[src/rtl/cic_readout_sequencer.sv]
// cic_readout_sequencer
// Sequences the CIC decimation datapath and its readout:
//   - programmable decimation strobe (drives the CIC dec_clk input)
//   - capture of each CIC output word into a small FIFO, with priming discard
//   - MSB-byte-first serializer on an 8-bit valid/ready byte port
// Build option: define RDSEQ_CHKSUM_EN to append an XOR checksum byte (state CK)
// after the data bytes of every word; byte_last then qualifies the checksum byte.
module cic_readout_sequencer #(
    parameter int DATA_W  = 24,
    parameter int DEPTH   = 4,
    parameter int DIV_W   = 8,
    parameter int CAP_DLY = 1,
    parameter int PRIME_N = 2
) (
    input  logic                    clk,
    input  logic                    rst,
    input  logic                    enable,
    input  logic [DIV_W-1:0]        dec_ratio,
    output logic                    dec_strobe,
    input  logic [DATA_W-1:0]       sample_in,
    output logic [7:0]              byte_out,
    output logic                    byte_valid,
    input  logic                    byte_ready,
    output logic                    byte_first,
    output logic                    byte_last,
    output logic [$clog2(DEPTH):0]  fifo_level,
    output logic                    overflow,
    input  logic                    clr_ovf
);

    // ------------------------------------------------------------------
    // Local parameters
    // ------------------------------------------------------------------
    localparam int N_BYTES = DATA_W / 8;
`ifdef RDSEQ_CHKSUM_EN
    localparam int N_STATES = N_BYTES + 2;  // IDLE, B0..B(N-1), CK
`else
    localparam int N_STATES = N_BYTES + 1;  // IDLE, B0..B(N-1)
`endif
    localparam int ST_W    = (N_STATES > 2) ? $clog2(N_STATES) : 1;
    localparam int PTR_W   = $clog2(DEPTH);
    localparam int LVL_W   = PTR_W + 1;
    localparam int PRIME_W = $clog2(PRIME_N + 2);

    localparam logic [ST_W-1:0]  ST_IDLE   = ST_W'(0);
    localparam logic [ST_W-1:0]  ST_B0     = ST_W'(1);
    localparam logic [ST_W-1:0]  ST_LAST   = ST_W'(N_STATES - 1);
    localparam logic [DIV_W-1:0] RATIO_MIN = DIV_W'(7);

`ifdef RDSEQ_CHKSUM_EN
    // XOR of all data bytes of one word
    function automatic logic [7:0] word_xor(input logic [DATA_W-1:0] w);
        logic [7:0] acc;
        acc = 8'h00;
        for (int k = 0; k < N_BYTES; k++) begin
            acc = acc ^ w[8*k +: 8];
        end
        return acc;
    endfunction
`endif

    // ------------------------------------------------------------------
    // Signals
    // ------------------------------------------------------------------
    // divider
    logic [DIV_W-1:0]   cnt_q, cnt_d;
    logic [DIV_W-1:0]   ratio_q, ratio_d;
    logic [DIV_W-1:0]   ratio_clamp_s;
    logic               strobe_q, strobe_d;
    logic               en_prev_q, en_prev_d;
    logic               rise_s;
    // capture
    logic [CAP_DLY-1:0] cap_sr_q, cap_sr_d;
    logic [PRIME_W-1:0] prime_q, prime_d;
    logic               capture_s;
    logic               push_s;
    // fifo
    logic [DATA_W-1:0]  mem_q [DEPTH];
    logic [PTR_W-1:0]   wr_ptr_q, wr_ptr_d;
    logic [PTR_W-1:0]   rd_ptr_q, rd_ptr_d;
    logic [LVL_W-1:0]   level_q, level_d;
    logic               ovf_q, ovf_d;
    logic               full_s;
    logic               pop_s;
    logic               wr_en_s;
    logic               ovf_set_s;
    logic [DATA_W-1:0]  head_s;
    // serializer
    logic [ST_W-1:0]    state_q, state_d;
    logic               accept_s;
    logic [7:0]         data_byte_s;

    // ------------------------------------------------------------------
    // Divider: count 0..R while enabled, strobe on wrap, pick up a new R
    // at every wrap, while stopped and on the first enabled cycle.
    // ------------------------------------------------------------------
    always_comb begin
        cnt_d     = cnt_q;
        ratio_d   = ratio_q;
        strobe_d  = 1'b0;
        en_prev_d = enable;
        rise_s    = enable & ~en_prev_q;
        if (dec_ratio < RATIO_MIN) begin
            ratio_clamp_s = RATIO_MIN;
        end else begin
            ratio_clamp_s = dec_ratio;
        end
        if (!enable) begin
            cnt_d   = '0;
            ratio_d = ratio_clamp_s;
        end else if (rise_s) begin
            cnt_d   = DIV_W'(1);
            ratio_d = ratio_clamp_s;
        end else if (cnt_q == ratio_q) begin
            cnt_d    = '0;
            ratio_d  = ratio_clamp_s;
            strobe_d = 1'b1;
        end else begin
            cnt_d = cnt_q + DIV_W'(1);
        end
    end

    // ------------------------------------------------------------------
    // Capture: delay the strobe by the CIC output latency, discard the
    // first PRIME_N captures after reset or an enable rise.
    // ------------------------------------------------------------------
    always_comb begin
        cap_sr_d    = cap_sr_q;
        cap_sr_d[0] = strobe_q;
        for (int i = 1; i < CAP_DLY; i++) begin
            cap_sr_d[i] = cap_sr_q[i-1];
        end
        capture_s = cap_sr_q[CAP_DLY-1];
        push_s    = capture_s & (prime_q == '0);
        if (rise_s) begin
            prime_d = PRIME_W'(PRIME_N);
        end else if (capture_s && (prime_q != '0)) begin
            prime_d = prime_q - PRIME_W'(1);
        end else begin
            prime_d = prime_q;
        end
    end

    // ------------------------------------------------------------------
    // FIFO bookkeeping: push on capture, pop on the accepted last byte;
    // a push into a full FIFO only succeeds when a pop frees a slot.
    // ------------------------------------------------------------------
    always_comb begin
        full_s    = (level_q == LVL_W'(DEPTH));
        pop_s     = accept_s & byte_last;
        wr_en_s   = push_s & (~full_s | pop_s);
        ovf_set_s = push_s & full_s & ~pop_s;
        head_s    = mem_q[rd_ptr_q];
        if (wr_en_s) begin
            wr_ptr_d = wr_ptr_q + PTR_W'(1);
        end else begin
            wr_ptr_d = wr_ptr_q;
        end
        if (pop_s) begin
            rd_ptr_d = rd_ptr_q + PTR_W'(1);
        end else begin
            rd_ptr_d = rd_ptr_q;
        end
        level_d = level_q + LVL_W'(wr_en_s) - LVL_W'(pop_s);
        if (ovf_set_s) begin
            ovf_d = 1'b1;
        end else if (clr_ovf) begin
            ovf_d = 1'b0;
        end else begin
            ovf_d = ovf_q;
        end
    end

    // ------------------------------------------------------------------
    // Serializer next state: start on any held or arriving word, advance
    // only on a handshake, chain straight into the next word when one remains.
    // ------------------------------------------------------------------
    always_comb begin
        state_d = state_q;
        case (state_q)
            ST_IDLE: begin
                if ((level_q != '0) || push_s) begin
                    state_d = ST_B0;
                end else begin
                    state_d = ST_IDLE;
                end
            end
            ST_LAST: begin
                if (accept_s) begin
                    if ((level_q > LVL_W'(1)) || push_s) begin
                        state_d = ST_B0;
                    end else begin
                        state_d = ST_IDLE;
                    end
                end else begin
                    state_d = ST_LAST;
                end
            end
            default: begin
                if (state_q > ST_LAST) begin
                    state_d = ST_IDLE;
                end else if (accept_s) begin
                    state_d = state_q + ST_W'(1);
                end else begin
                    state_d = state_q;
                end
            end
        endcase
    end

    // ------------------------------------------------------------------
    // Serializer outputs: decode the current state into the byte port.
    // ------------------------------------------------------------------
    always_comb begin
        data_byte_s = 8'h00;
        for (int k = 0; k < N_BYTES; k++) begin
            data_byte_s = (state_q == ST_W'(k + 1)) ? head_s[DATA_W-1-8*k -: 8] : data_byte_s;
        end
        if ((state_q != ST_IDLE) && (state_q <= ST_LAST)) begin
            byte_valid = 1'b1;
            byte_first = (state_q == ST_B0);
            byte_last  = (state_q == ST_LAST);
`ifdef RDSEQ_CHKSUM_EN
            if (state_q == ST_LAST) begin
                byte_out = word_xor(head_s);
            end else begin
                byte_out = data_byte_s;
            end
`else
            byte_out = data_byte_s;
`endif
        end else begin
            byte_valid = 1'b0;
            byte_first = 1'b0;
            byte_last  = 1'b0;
            byte_out   = 8'h00;
        end
        accept_s = byte_valid & byte_ready;
    end

    // ------------------------------------------------------------------
    // Control registers with synchronous reset.
    // ------------------------------------------------------------------
    always_ff @(posedge clk) begin
        if (rst) begin
            cnt_q     <= '0;
            ratio_q   <= RATIO_MIN;
            strobe_q  <= 1'b0;
            en_prev_q <= 1'b0;
            cap_sr_q  <= '0;
            prime_q   <= PRIME_W'(PRIME_N);
            wr_ptr_q  <= '0;
            rd_ptr_q  <= '0;
            level_q   <= '0;
            ovf_q     <= 1'b0;
            state_q   <= ST_IDLE;
        end else begin
            cnt_q     <= cnt_d;
            ratio_q   <= ratio_d;
            strobe_q  <= strobe_d;
            en_prev_q <= en_prev_d;
            cap_sr_q  <= cap_sr_d;
            prime_q   <= prime_d;
            wr_ptr_q  <= wr_ptr_d;
            rd_ptr_q  <= rd_ptr_d;
            level_q   <= level_d;
            ovf_q     <= ovf_d;
            state_q   <= state_d;
        end
    end

    // FIFO storage; contents are don't-care while the level is zero.
    always_ff @(posedge clk) begin
        if (wr_en_s) begin
            mem_q[wr_ptr_q] <= sample_in;
        end
    end

    assign dec_strobe = strobe_q;
    assign fifo_level = level_q;
    assign overflow   = ovf_q;

endmodule

[config.mk]
export PLATFORM = sky130hd
export DESIGN_NAME = cic_readout_sequencer
export DESIGN_NICKNAME = d
export VERILOG_FILES = /design/src/rtl/cic_readout_sequencer.sv
export SDC_FILE = /design/constraint.sdc
export NUM_CORES = 1
export LEC_CHECK = 0
export ABC_AREA = 1
export CELL_PAD_IN_SITES_DETAIL_PLACEMENT = 1
export CELL_PAD_IN_SITES_GLOBAL_PLACEMENT = 2
export CORE_MARGIN = 2
export CORE_UTILIZATION = 37
export DETAILED_ROUTE_END_ITERATION = 10
export PLACE_DENSITY = 0.78
export SYNTH_ARGS = -nofsm -noshare
export SYNTH_HDL_FRONTEND = slang
export SYNTH_SLANG_ARGS = --single-unit
[constraint.sdc]
create_clock -name clk -period 2.9 [get_ports clk]
set_clock_uncertainty 0.1 [all_clocks]
set_input_delay 0.58 -clock clk [delete_from_list [all_inputs] [get_ports clk]]
set_output_delay 0.58 -clock clk [all_outputs]
set_load 0.1 [all_outputs]
* Word-level counts from Yosys, hierarchy flattened
Memory sizes are Yosys's and may differ from the RTL's. A register that Yosys moved wholly into a read port is not among the register bits.
Cells that the tools add are included.
** Word-level totals
- Output and inout bits :: 16
- RAM bits :: 96
- Input port bits :: 37
- Bits in registers :: 31
- Memories kept :: 1
** Memories
- mem_q :: words 4, bits a word 24, rd ports 1, clocked after Yosys merged registers in 1, wr ports 1, RTL line 78 : logic [DATA_W-1:0] mem_q [DEPTH];
** Operators by class
- Bitwise logic cells :: 12
- Reduce and logical (&&, ||, !) cells :: 15
- Add/subtract/negate cells :: 7
- Magnitude comparators :: 4
- Eq/ne operators :: 6
- Mux-type cells :: 26
** Operators by type and width (count)
- two-way mux 8 bit :: 8
- two-way mux 1 bit :: 12
- two-way mux 2 bit :: 5
- adder 8 x 1 -> 8 bit, second input constant :: 1
- equality test 8 bit :: 1
- less-than comparator 8 x 3 -> 1 bit, second input constant :: 1
- bitwise AND 1 bit :: 7
- adder 2 x 1 -> 2 bit, second input constant :: 3
- nonzero test 2 bit :: 3
- equality test 2 bit, second input constant :: 2
- logical NOT 2 bit :: 2
- inverter 1 bit :: 4
- one-hot mux 2 bit (2 select lines) :: 1
- nonzero test 4 bit :: 1
- OR reduction 2 bit :: 2
- OR reduction 4 bit :: 1
- adder 3 x 1 -> 3 bit :: 1
- equality test 3 bit, second input constant :: 1
- > comparator 3 x 1 -> 1 bit, second input constant :: 1
- != test 3 x 1 -> 1 bit, second input constant :: 1
- nonzero test 3 bit :: 1
- OR reduction 3 bit :: 1
- subtractor 3 x 1 -> 3 bit :: 1
- equality test 2 x 1 -> 1 bit, second input constant :: 1
- 6 further kinds :: 8

* Logic depth before layout (Yosys ltp)
Gate-level depths: netlist of run 1.
- Word-level depth :: 9
- Depth in mapped cells :: 12

* Worst setup path before layout of run 1
OpenSTA, ideal clock, no wires.
- Path type :: flip-flop to flip-flop
- From :: register state_q[0]
- To :: memory mem_q[0][0], enable pin
- Stages on the path, launching flop included :: 6
- Path buffers :: 0
- Arrival :: 2.662 ns
- Library setup time :: 0.405 ns
- Path slack :: -0.267 ns
- Path through :: dfxtp_1 -> ha_1 -> nand2_1 -> nand2_1 -> nand2_2 -> nor2_1
** On the way
- Elaborated cells on any way between the ends :: 12
** RTL lines
- start, declared :: RTL line 89 : logic [ST_W-1:0] state_q, state_d;
- start signal, assigned :: RTL line 268 : state_q <= state_d;
- less-or-equal comparator 2 bit / nonzero test 2 bit (equally long branches) :: RTL line 219 : if ((state_q != ST_IDLE) && (state_q <= ST_LAST)) begin
- logical AND 1 bit :: RTL line 219
- two-way mux 1 bit (*) :: RTL line 219
- via byte_last :: RTL line 25 : output logic byte_last,
- bitwise AND 1 bit (*) :: RTL line 150 : pop_s = accept_s & byte_last;
- OR 1 bit (*) :: RTL line 151 : wr_en_s = push_s & (~full_s | pop_s);
- bitwise AND 1 bit (*) :: RTL line 151
- two-way mux 1 bit (*) :: RTL line 274 : if (wr_en_s) begin
- two-way mux 1 bit (not written as such) (*) :: RTL line 275 : mem_q[wr_ptr_q] <= sample_in;
- end, declared :: RTL line 78
The timed path passes the listed nets; every way through them passes the cells marked *.

==> results of run 1 <==
==> power breakdown <==
part | internal (W) | total [W] | switching [W]
logic | 0.0000749 | 0.000161 | 0.0000861
registers | 0.00199 | 0.00200 | 0.00000909
clock network | 0.00142 | 0.00218 | 0.000755
total | 0.00349 | 0.00434 | 0.000850
==> worst max path at each step <==
stage / cells past startpoint / start / slack (ns) / end
global route: 8 / flop / 0.02 / byte_out[0]
finish: 8 / flop / 0.17 / byte_out[0]
global placement: 12 / byte_ready / 0.18 / fifo_level[2]
detailed placement: 12 / byte_ready / 0.12 / fifo_level[2]
CTS: 8 / flop / 0.01 / byte_out[0]
floorplan: 5 / state_q[0] / -0.27 / mem_q[0][0]
==> cells by family after synthesis <==
kind of cell	synth area share
DFF	0.639
AOI/OAI and AO/OA	0.0770
xor gates and xnor gates	0.0158
adders and majority gates	0.0352
buffers and inverters	0.0623
and+or+nand+nor	0.170
==> timing repair <==
| item | CTS | global route |
|---|---|---|
| gates cloned | 0 | 0 |
| setup buffers | 0 | 0 |
| gates resized for setup | 1 | 9 |
| endpoints found under the setup margin | 2 | 7 |
==> critical path, cell delays in order (launching register included) <==
cell	delay [ns]
sky130_fd_sc_hd__dfxtp_1	0.45
sky130_fd_sc_hd__buf_12	0.22
sky130_fd_sc_hd__o21ai_0	0.11
sky130_fd_sc_hd__o22ai_1	0.31
sky130_fd_sc_hd__nand2_1	0.09
sky130_fd_sc_hd__nand3_1	0.12
sky130_fd_sc_hd__nand2_1	0.06
sky130_fd_sc_hd__inv_1	0.09
sky130_fd_sc_hd__buf_12	0.18
==> cell usage after synthesis, types with 2 or more instances <==
library cell                n  area, sq um
sky130_fd_sc_hd__o21ai_0   32          160
sky130_fd_sc_hd__nand2_1   93          349
sky130_fd_sc_hd__a31oi_1    9         56.3
sky130_fd_sc_hd__xor2_1     4         35.0
sky130_fd_sc_hd__o22ai_1    8         50.1
sky130_fd_sc_hd__o21ai_1    6         30.0
sky130_fd_sc_hd__edfxtp_1  96         2880
sky130_fd_sc_hd__buf_4      5         37.5
sky130_fd_sc_hd__buf_2      9         45.0
sky130_fd_sc_hd__a21oi_2    5         43.8
sky130_fd_sc_hd__nor2_2     2         12.5
sky130_fd_sc_hd__a21oi_1   14         70.1
sky130_fd_sc_hd__nand3_1   49          245
sky130_fd_sc_hd__clkbuf_1   5         18.8
sky130_fd_sc_hd__inv_2      3         11.3
sky130_fd_sc_hd__xnor2_1    6         52.6
sky130_fd_sc_hd__ha_1      14          175
sky130_fd_sc_hd__inv_1     57          214
sky130_fd_sc_hd__nor2_1    72          270
sky130_fd_sc_hd__nand4_1    2         12.5
sky130_fd_sc_hd__dfxtp_1   33          661
==> layout by cell type (no fill, tap or decap), drive strengths merged, types with 2 or more instances in the layout <==
master / synthesis / layout
clkdlybuf4s50: 0 / 36
nand2: 95 / 95
dfxtp: 33 / 33
clkinv: 0 / 6
xor2: 4 / 4
clkinvlp: 0 / 2
bufinv: 0 / 4
a31oi: 9 / 9
a21oi: 19 / 19
o21ai: 38 / 38
buf: 16 / 30
clkbuf: 5 / 20
nor3: 2 / 2
nor2: 74 / 74
o22ai: 8 / 8
ha: 14 / 14
nand4: 2 / 2
edfxtp: 96 / 96
inv: 60 / 60
nand3: 50 / 50
xnor2: 6 / 6
==> metal layers <==
metal | vias up | share of wire
li1 | 1934 | -
met1 | 1975 | 0.43
met2 | 92 | 0.50
met3 | 28 | 0.042
met4 | 0 | 0.027
met5 | - | 0
==> per-stage QoR <==
step           std cells  TNS, ns
2_1_floorplan        536   -26.99
3_3_place_gp         765        0
3_5_place_dp         765        0
4_1_cts              797        0
5_1_grt              797        0
6_report             797        0
==> registers in the layout, indices dropped and copies added (netlist names), named ones only <==
| signal | count |
|---|---|
| wr_ptr_q | 2 |
| overflow | 1 |
| cnt_q | 8 |
| state_q | 2 |
| dec_strobe | 1 |
| en_prev_q | 1 |
| mem_q | 96 |
| prime_q | 2 |
| rd_ptr_q | 2 |
| fifo_level | 3 |
| ratio_q | 8 |
| cap_sr_q | 1 |
==> layout make-up <==
class | count | area, sq um
clock buffer | 20 | 437
clock inverter | 12 | 165
fill | 1587 | 7550
inverter | 60 | 230
multi-input combinational | 326 | 1670
sequential | 129 | 3540
tap | 184 | 230
timing repair buffer | 66 | 764
==> implementation parameters, run 1 <==
Parameter                              Value

Yosys
  Average instance area after synthesis    between 10 and 15 sq um
  Count of distinct cell types in the synthesized netlist    33
  Share of synthesized registers carrying an async set or reset    0
  Syn nets    a little under 600
  Number of synthesized register bits    129
  Cell area after synthesis    between 0.005 and 0.006 sq mm
  Number of enable-type register cells in the synthesized netlist    96
  Yosys warnings    0
  Post-synthesis sequential area ratio    0.639
  Gate count of the mapped netlist    about 540
  Most used flip-flop cell after synthesis    sky130_fd_sc_hd__edfxtp_1

Worst setup path
  Cell count of the worst reg-to-reg path    12
  Worst EP required    between 2 and 2.5 ns
  Type of element launching the critical path    flop
  Register-to-Register Setup Slack    between 0.4 and 0.5 ns
  Endpoint class of the critical path    output port
  R2r startpoint    state_q[1]
  FF-to-FF End    fifo_level[2]
  Largest fanout on the critical path    32
  Arrival @ worst endpoint    2.05 ns
  Crit Path Category    reg2out

Die
  Height of the chip    around 130 um
  Initial standard-cell utilization of the core    0.380
  Core Footprint    between 0.01 and 0.015 sq mm
  Floorplan die area    0.0160 sq mm
  Num ports    53
  Die width    126 um
  Std-Cell Rows    44

GRT
  GRT busiest layer    met2
  Met3 capacity usage during global routing    0.0477
  Met2 usage    0.305
  Maximum number of pins on one net before global-route repair    33
  Total GRT Usage    0.180
  GRT Residual Overflow    0
  Number of global-route vias before repair    between 4k and 5k
  Global-route track usage on met1    0.213
  Wire length of the first global-routing pass    between 20000 and 25000 um
  Initial antenna violation count    0

Timing
  Count of final max-slew check failures    0
  Actual transition at the worst max-transition pin    roughly 0.56 ns
  Crit share post-route    0.942
  Hold_ws    about 0.32 ns
  Final worst setup slack    about 0.17 ns
  Highest achievable clock rate    roughly 0.37 GHz
  Count of final hold-check violations    0
  Relative slew slack    0.625
  Final-report setup violation count    0
  Period minus WS final    2.73 ns
  RSZ-0062 raised after global routing    false

Placement
  Pre-CTS setup slack    about 0.12 ns
  Routability Congestion    roughly 0.74
  Post-DP Area    0.00641 sq mm
  Total half-perimeter wirelength after legalization and detailed placement    approximately 8600 um
  Port Buffer Count    52

Pwr
  Cell Pwr Density    around 620 mW/mm^2
  IR Drop Worst-Case VDD    0.441 mV
  Leak Pwr    about 2.7 nW
  PnR Total Power    0.00434 W

Min path
  Hold crit path type    reg2reg
  Origin of the worst min-delay path    dec_strobe
  Endpoint of the worst hold-timing path    cap_sr_q
  Depth of the worst hold-timing path    2

Route
  Number of design rule violations left after detail routing    0
  Total wire length    between 10000 and 15000 um
  Via total after detailed routing    4029
  Vias per cell    5.06
  Drt initial violations    ~230
  Router iterations before antenna repair    4
  Antenna-violating nets left    0
  Routed WL per cell    between 15 and 20 um

Cells and area
  Final-stage net count    652
  Area overhead of the layout relative to synthesis    27.0%
  Fraction of final layout cells with drive strength greater than 1    0.126
  Antenna cell count    0
  Final cell area excluding filler cells    about 0.007 sq mm
  End-of-flow core utilization    0.482

Clock network
  Number of buffers created by CTS    17
  Hold Buf Count CTS    0
  CTS clock-pin slew for the worst setup and hold paths    around 0.050 ns
  Clock tree from TritonCTS    yes
  Clock Path Buffers    2
  Depth of the CTS H-tree    4
  Clock Root Buffer    sky130_fd_sc_hd__clkbuf_16
  Latest clock arrival within the worst-skew pair    a little over 0.4 ns
  Clock tree sinks    roughly 130

Run status
  Result of the run    complete, no violations

Flow run
  Reported max-cap violation count    0
No activity file was read; power rests on OpenSTA's default activity.
==> run 2: changes to the inputs <==
- CORE_UTILIZATION: 37 -> 33
- PLACE_DENSITY: 0.78 -> 0.87
- clock period: 2.9 -> 2.4 ns (I/O delays scaled with it)
==> implementation parameters, run 2 (synthesis gave the netlist of run 1 again) <==
Parameter                              Value

Worst setup path
  Largest fanout on the critical path    6 (-81%)
  R2r startpoint    state_q[0]
  Endpoint class of the critical path    output port
  List of cells traversed by the critical path    buf_8 > buf_16 > o21ai_1 > o22ai_1 > nand2_4 > nand3_2 > nand2_2 > clkinvlp_4 > buf_12
  Worst EP required    1.82 ns (-0.40 ns)
  Type of element launching the critical path    flop
  Library cell contributing the largest single delay on the critical path    sky130_fd_sc_hd__dfxtp_4
  Crit Path Category    reg2out
  Arrival @ worst endpoint    1.91 ns (-0.14 ns)
  Biggest cell delay along the critical path    0.40 ns (-0.05 ns)

GRT
  Initial antenna violation count    1 (+1)
  Number of global-route vias before repair    4658 (+7.5%)
  GRT Residual Overflow    0 (unchanged)
  Maximum number of pins on one net before global-route repair    25 (-24%)
  Wire length of the first global-routing pass    24600 um (+12%)
  Total GRT Usage    0.182 (+0.00183)

Die
  Initial standard-cell utilization of the core    0.335 (-0.0445)
  Std-Cell Rows    47 (+6.8%)
  Floorplan die area    0.0178 sq mm (+12%)
  Height of the chip    134 um (+5.7%)
  Core Footprint    0.0165 sq mm (+13%)
  Num ports    53 (unchanged)
  Die width    134 um (+5.7%)

Placement
  Total half-perimeter wirelength after legalization and detailed placement    9010 um (+4.5%)
  Port Buffer Count    52 (unchanged)
  Routability Congestion    0.718 (-3.7%)
  Pre-CTS setup slack    -0.261 ns (-0.382 ns)
  Placed Cells    810 (+5.9%)

Clock network
  Number of buffers created by CTS    17 (unchanged)
  Clock Root Buffer    sky130_fd_sc_hd__clkbuf_16
  Hold Buf Count CTS    0 (unchanged)
  Depth of the CTS H-tree    4 (unchanged)
  Clock tree sinks    129 (unchanged)
  Clock tree from TritonCTS    yes
  Clock Path Buffers    2 (unchanged)
  CTS clock-pin slew for the worst setup and hold paths    0.06 ns (about the same)
  Latest clock arrival within the worst-skew pair    0.42 ns (about the same)

Cells and area
  Area overhead of the layout relative to synthesis    39.8%
  Flip-flop count of the largest register after layout    96 (unchanged)
  Fin cells    854 (+7.2%)
  Most frequent standard cell in the layout excluding fill and tap cells    sky130_fd_sc_hd__edfxtp_1
  Highest-count cells in the layout ignoring fill and taps    96 x sky130_fd_sc_hd__edfxtp_1, 81 x sky130_fd_sc_hd__nand2_1, 58 x sky130_fd_sc_hd__nor2_1
  Largest registers    mem_q x96, cnt_q x8, ratio_q x8
  Antenna cell count    0 (unchanged)
  Register containing the most flip-flops in the final layout    mem_q
  Fraction of final layout cells with drive strength greater than 1    0.263 (+0.138)
  Final-stage net count    673 (+3.2%)

Pwr
  Cell Pwr Density    716 mW/mm^2 (+16%)
  Leak Pwr    2.96 nW (+8.6%)
  Combinational share of power    0.041 (+0.004)
  Psw    0.00110 W (+29%)
  PnR Total Power    0.00554 W (+28%)
  IR Drop Worst-Case VDD    0.463 mV (+5.0%)
  Sequential cell fraction of total power    0.435 (-0.026)
  Sw Share    0.198 (+0.00187)
  Internal portion of total power    0.00445 W (+27%)
  Proportion of power drawn by the clock network    0.524 (+0.022)

Timing
  Highest achievable clock rate    between 0.4 and 0.5 GHz
  Final worst setup slack    -0.0949 ns (-0.262 ns)
  Count of final hold-check violations    0 (unchanged)
  Actual transition at the worst max-transition pin    0.302 ns (-0.260 ns)
  Crit share post-route    1.04
  Count of final max-slew check failures    0 (unchanged)
  Relative slew slack    0.799 (+0.174)
  Final-report setup violation count    8 (+8)
  RSZ-0062 raised after global routing    true
  Final sum of negative setup slack    -0.349 ns (-0.349 ns)
  Period minus WS final    2.49 ns

Run status
  Result of the run    finished, violations left
  Failing checks    setup timing

Route
  Vias per cell    4.93 (-2.4%)
  Routed WL per cell    18.4 um (+8.8%)
  Via total after detailed routing    4214 (+4.6%)
  Antenna-violating nets left    0 (unchanged)
  Total wire length    15700 um (+17%)
  Router iterations before antenna repair    5 (+1)
  Drt initial violations    255 (+9.4%)
  Number of design rule violations left after detail routing    0 (unchanged)

Min path
  Origin of the worst min-delay path    dec_strobe
  Hold crit path type    reg2reg

Flow run
  Reported max-cap violation count    0 (unchanged)
run 2: changes by cell type in the layout (fill, tap and decap cells not counted), sizes merged:
cell	change
buf	+20
bufinv	+2
clkbuf	-2
clkinvlp	+8
inv	-7
run 2: path summary, 6_finish.rpt:
check,endpoint,slack (ns),depth (start not counted)
worst min-delay path,cap_sr_q,0.33,2
worst max-delay path,byte_out[6],-0.09,9
worst min register to register,cap_sr_q,0.33,2
worst max register to register,fifo_level[1],0.13,12
run 2: power groups by stage:
stage	combinational [W]	clock [W]	sequential, W
global placement	0.000196	0	0.00246
global route	0.000247	0.00303	0.00241
CTS	0.000222	0.00293	0.00241
floorplan	0.0000883	0	0.00246
finish	0.000226	0.00291	0.00241
detailed placement	0.000203	0	0.00246
run 2: what timing repair did:
item / CTS / global route
setup endpoints to repair: 8 / 10
gates cloned: 4 / 1
pin swaps: 11 / 9
endpoints found under the hold margin: 0 / 0
setup buffers: 7 / 1
resized for setup: 65 / 30
run 2: critical path: cells and delay by family, from the launching register on:
family / cells / cell delay [ns]
buffers and inverters: 4 / 0.54
and+or+nand+nor: 3 / 0.22
AOI/OAI and AO/OA: 2 / 0.34
DFF: 1 / 0.40
run 2: layer usage:
layer,share of wire,vias to the layer above,routed length [um],GRT usage
met5,0,-,0,0
met4,0.018,0,286,0.0632
met3,0.048,25,752,0.0422
met2,0.56,118,8720,0.343
met1,0.38,2086,5930,0.200
li1,-,1985,-,-
run 2: area by class of cell:
type	instances	area (sq um)
Sequential cell	129	3560
Timing Repair Buffer	87	1070
Tap cell	220	275
Multi-Input combinational cell	326	1910
Clock inverter	15	239
Clock buffer	17	425
Fill cell	1771	8780
Inverter	60	265
run 2: metrics by stage:
stage | area, sq um | utilization | hold slack (ns)
5_1_grt | 7750 | 0.469 | 0.365
6_report | 7750 | 0.469 | 0.332
3_5_place_dp | 6610 | 0.400 | 0.333
3_3_place_gp | 6610 | 0.400 | 0.326
4_1_cts | 7610 | 0.461 | 0.342
2_1_floorplan | 5620 | - | 0.331
